--- src/rtl/hazard_forward_unit.sv ---
// Operand bypass select and load-use interlock for the integer pipeline.
// In-flight writes are tracked in a tag shift register, one entry per stage past ID.

module hazard_fwd_src #(
  parameter int AW       = 5,
  parameter int DEPTH    = 3,
  parameter int LOAD_RDY = 2,
  parameter int SW       = 2
) (
  input  logic                      i_en,
  input  logic [AW-1:0]             i_rs,
  input  logic [DEPTH:1]            i_live,
  input  logic [DEPTH:1][AW-1:0]    i_rd,
  input  logic [DEPTH:1]            i_ld,
  output logic [SW-1:0]             o_sel,
  output logic                      o_nrdy
);
  // Scan oldest to youngest so the youngest producer overwrites the result.
  always_comb begin
    o_sel  = '0;
    o_nrdy = 1'b0;
    if (i_en) begin
      for (int k = DEPTH; k >= 1; k--) begin
        if (i_live[k] && (i_rd[k] == i_rs)) begin
          o_sel  = SW'(k);
          o_nrdy = i_ld[k] && (k < LOAD_RDY);
        end
      end
    end
  end
endmodule

module hazard_forward_unit #(
  parameter  int AW       = 5,
  parameter  int NSRC     = 2,
  parameter  int DEPTH    = 3,
  parameter  int LOAD_RDY = 2,
  parameter  int CW       = 16,
  localparam int SW       = $clog2(DEPTH+1)
) (
  input  logic               clk,
  input  logic               rst_n,
  input  logic               id_valid,
  input  logic [NSRC*AW-1:0] id_rs,
  input  logic [NSRC-1:0]    id_rs_used,
  input  logic [AW-1:0]      id_rd,
  input  logic               id_wen,
  input  logic               id_is_load,
  input  logic               ext_stall,
  input  logic               flush,
  output logic [NSRC*SW-1:0] fwd_sel,
  output logic               hz_stall,
  output logic [CW-1:0]      stall_cnt
);
  logic [DEPTH:1]          r_v;
  logic [DEPTH:1][AW-1:0]  r_rd;
  logic [DEPTH:1]          r_wen;
  logic [DEPTH:1]          r_ld;
  logic [CW-1:0]           r_cnt;

  logic [DEPTH:1]          w_live;
  logic [NSRC-1:0]         w_nrdy;
  logic                    w_stall;

  always_comb begin
    for (int k = 1; k <= DEPTH; k++)
      w_live[k] = r_v[k] && r_wen[k] && (r_rd[k] != '0);
  end

  for (genvar g = 0; g < NSRC; g++) begin : g_src
    logic w_en;
    assign w_en = id_valid && id_rs_used[g] && (id_rs[g*AW +: AW] != '0);
    hazard_fwd_src #(.AW(AW), .DEPTH(DEPTH), .LOAD_RDY(LOAD_RDY), .SW(SW)) u_src (
      .i_en   (w_en),
      .i_rs   (id_rs[g*AW +: AW]),
      .i_live (w_live),
      .i_rd   (r_rd),
      .i_ld   (r_ld),
      .o_sel  (fwd_sel[g*SW +: SW]),
      .o_nrdy (w_nrdy[g])
    );
  end

  assign w_stall   = (|w_nrdy) && !flush;
  assign hz_stall  = w_stall;
  assign stall_cnt = r_cnt;

  always_ff @(posedge clk or negedge rst_n) begin
    if (!rst_n) begin
      r_v   <= '0;
      r_rd  <= '0;
      r_wen <= '0;
      r_ld  <= '0;
      r_cnt <= '0;
    end else begin
      if (ext_stall) begin
        // Frozen pipe still honours the squash of the EX slot.
        if (flush) r_v[1] <= 1'b0;
      end else begin
        for (int k = DEPTH; k >= 2; k--) begin
          r_v[k]   <= r_v[k-1];
          r_rd[k]  <= r_rd[k-1];
          r_wen[k] <= r_wen[k-1];
          r_ld[k]  <= r_ld[k-1];
        end
        r_v[1]   <= id_valid && !flush && !w_stall;
        r_rd[1]  <= id_rd;
        r_wen[1] <= id_wen;
        r_ld[1]  <= id_is_load;
      end
      if (w_stall && !ext_stall && (r_cnt != '1))
        r_cnt <= r_cnt + CW'(1);
    end
  end
endmodule
--- config.mk ---
export PLATFORM = sky130hd
export DESIGN_NAME = hazard_forward_unit
export DESIGN_NICKNAME = d
export VERILOG_FILES = /design/src/rtl/hazard_forward_unit.sv
export SDC_FILE = /design/constraint.sdc
export NUM_CORES = 1
export LEC_CHECK = 0
export CORE_MARGIN = 5
export CORE_UTILIZATION = 51
export DETAILED_ROUTE_END_ITERATION = 8
export GPL_TIMING_DRIVEN = 0
export HOLD_SLACK_MARGIN = 0.1
export PLACE_DENSITY = 0.77
export SYNTH_ARGS = -nofsm -noshare
export SYNTH_HDL_FRONTEND = slang
export SYNTH_SLANG_ARGS = --single-unit
export TNS_END_PERCENT = 100
--- constraint.sdc ---
create_clock -name clk -period 3.06 [get_ports clk]
set_input_delay 0.918 -clock clk [delete_from_list [all_inputs] [get_ports clk]]
set_output_delay 0.918 -clock clk [all_outputs]
set_load 0.03 [all_outputs]
==> results.sh <==
export IMPL_start_kind="input pin"
export IMPL_synth_distinct_cells=34
export IMPL_die_w_um=74.4
export IMPL_cp_arrival_ns=2.15
export IMPL_antenna_found_initial=0
export IMPL_power_density_nw_per_um2=424
export IMPL_crit_chain="buf_8, or4_4, o211ai_4, nor4_2, a21oi_2, nor2_1, buf_4"
export IMPL_clk_pin_slew_ns=0.07
export IMPL_via_count=1717
export IMPL_grt_overflow=0
export IMPL_ant_nets=0
export IMPL_slew_viol_final=0
export IMPL_vias_per_cell=5.57
export IMPL_cap_violations=0
export IMPL_irDropWorstVdd_mv=0.341
export IMPL_cts_sinks=38
export IMPL_dr_pass1_iters=4
export IMPL_crit_path_top_delay_cell="or4_4"
export IMPL_fmax_ghz=0.326
export IMPL_clockBufferDepth=2
export IMPL_worst_slew_pin_slew_ns=0.813
export IMPL_fp_coreArea_um2=4000
export IMPL_filler_cell_count=286
export IMPL_setup_viol=1
export IMPL_track_usage_pct=20.2
export IMPL_slowest_delay_ns=0.54
export IMPL_place_gp_congestion=0.884
export IMPL_status="finished, violations left"
export IMPL_synth_ff_type="dfrtp_1"
export IMPL_synth_seq_cells=38
export IMPL_cts_max_level=2
export IMPL_final_nets=282
export IMPL_final_cell_area_um2=2910
export IMPL_critPathTopFamily="simple AND/OR/NAND/NOR gates"
export IMPL_crit_buf_inv=2
export IMPL_cts_root_buf="clkbuf_8"
export IMPL_synth_seq_area_share_pct=44.9
export IMPL_post_route_util_pct=72.6
export IMPL_p_leak_nw=1.22
export IMPL_hold_violations=0
export IMPL_die_h_um=74.4
export IMPL_drc_errors=0
export IMPL_synth_edf_count=0
export IMPL_fp_dieArea_um2=5540
export IMPL_io_pins=45
export IMPL_syn_cell_area_um2=2120
export IMPL_dpl_instance_area_um2=2620
export IMPL_drive_above_1_share_pct=32.6
export IMPL_routedWlPerCell_um=16.4
export IMPL_rows=23
export IMPL_pre_cts_slack_ns=-1.04
export IMPL_clock_skew_ns=0.00966
export IMPL_fin_tns_setup_ns=-0.0114
export IMPL_hp_class="register to register"
export IMPL_yosys_warnings=0
export IMPL_required_ns=2.14
export IMPL_slew_headroom_pct=45.8
export IMPL_path_max_fanout=3
export IMPL_grt_first_pass_wirelength_mm=8.51
export IMPL_grt_max_degree=39
export IMPL_portBuffers=44
export IMPL_finalCritPeriodShare_pct=100
export IMPL_first_iter_violations=77
export IMPL_numCtsBuffers=5
export IMPL_worstSetupEndpointType="output pin"
export IMPL_synth_area_leaders="dfrtp_1 45%, mux2_2 12%, xnor2_1 10%"
export IMPL_cts_tree="done"
export IMPL_syn_inst=192
export IMPL_avgSynthCellArea_um2=11.0
export IMPL_start_util_pct=52.9
export IMPL_clk_insertion_delay_late_ns=0.29
export IMPL_violations="setup timing"
export IMPL_place_hpwl_mm=3.56
export IMPL_synthArstFlopShare_pct=100
export IMPL_syn2layout_area_growth_pct=37.3
export IMPL_antenna_diode_count=0
export IMPL_routed_wl_mm=5.06
export IMPL_fin_ws_ns=-0.0114
export IMPL_fin_hold_ws_ns=0.502
export IMPL_yosys_area_top_type="dfrtp_1"
export IMPL_critPathKind="input pin to output pin"
export IMPL_synth_top_area_share_pct=44.9
export IMPL_synthesis_nets=217
export IMPL_min_period_ns=3.07
export IMPL_rsz0062_at_grt="true"
export IMPL_grt_pass1_vias=1811
==> per-layer routing <==
metal / global-route usage [%] / wire (um)
met5: 0 / 0
met4: 6.92 / 91
met3: 5.68 / 313
met2: 32.4 / 2390
met1: 26.4 / 2270
==> synthesized netlist by cell type, drive strengths merged (3+ instances only) <==
cell type,n
and3,7
clkbuf,3
dfrtp,38
inv,3
mux2,23
nand2,11
nand3,13
nand4,6
nor2,9
nor3,4
nor4,5
o211ai,4
or4,4
xnor2,25
xor2,19
==> what timing repair did <==
action	4_1_cts	5_1_grt
endpoints found under the setup margin	5	5
resized for setup	90	7
pin swaps	10	9
hold buffers	0	0
endpoints found under the hold margin	0	0
setup buffers	8	6
==> path summary, 6_finish.rpt <==
| path | slack (ns) | startpoint | cells after the start | endpoint |
|---|---|---|---|---|
| max | -0.01 | id_rs[2] | 7 | hz_stall |
| min | 0.50 | stall_cnt[15] | 1 | stall_cnt[15] |
| max reg2reg | 0.65 | r_rd[2] | 8 | stall_cnt[1] |
| min reg2reg | 0.50 | stall_cnt[15] | 1 | stall_cnt[15] |
| max in group asynchronous | 1.77 | rst_n | 1 | r_rd[3] |
| min in group asynchronous | 0.72 | rst_n | 1 | r_rd[0] |
==> through the flow <==
step                total power, mW  cells
CTS                            1.23    302
global placement              0.789    286
global route                   1.29    308
finish                         1.23    308
detailed placement            0.795    286
floorplan                     0.711    192
==> power breakdown <==
group          total (mW)  internal [mW]  switching (mW)
Combinational       0.217          0.124          0.0924
Clock               0.412          0.240           0.172
Sequential          0.603          0.543          0.0599
==> layout make-up <==
type,count,area (um2),share of cell area [%]
Inverter,3,11.3,0.388
Buffer,4,16.3,0.560
Clock inverter,3,40.0,1.38
Sequential cell,38,955,32.9
Tap cell,50,62.6,2.15
Multi-Input combinational cell,147,1220,42.0
Timing Repair Buffer,58,532,18.3
Clock buffer,5,68.8,2.37
==> logic make-up after synthesis <==
group / Yosys count / synth area share (%)
xor gates and xnor gates: 44 / 18.2
muxes: 23 / 12.4
buffers and inverters: 7 / 1.30
DFF: 38 / 44.9
adders and majority gates: 1 / 0.591
AOI/OAI and AO/OA: 13 / 5.44
and+or+nand+nor: 66 / 17.1
==> placed cells by master (no fill, tap or decap), types with 3 or more instances in the layout <==
cell type	n
dfrtp_2	3
buf_2	5
xor2_1	19
nand2_1	11
xnor2_1	24
dfrtp_1	35
nand4_1	6
clkbuf_1	3
inv_1	3
nand3_1	13
clkdlybuf4s50_1	27
buf_4	19
buf_8	4
and3_1	7
or4_4	3
nor4_2	3
mux2_2	22
nor2_1	9
clkbuf_8	5
==> registers in the layout (all words and copies together) (netlist names) <==
signal,count
stall_cnt,16
r_rd,15
r_v,3
r_wen,3
r_ld,1
Power figures use the tool's default switching activity.
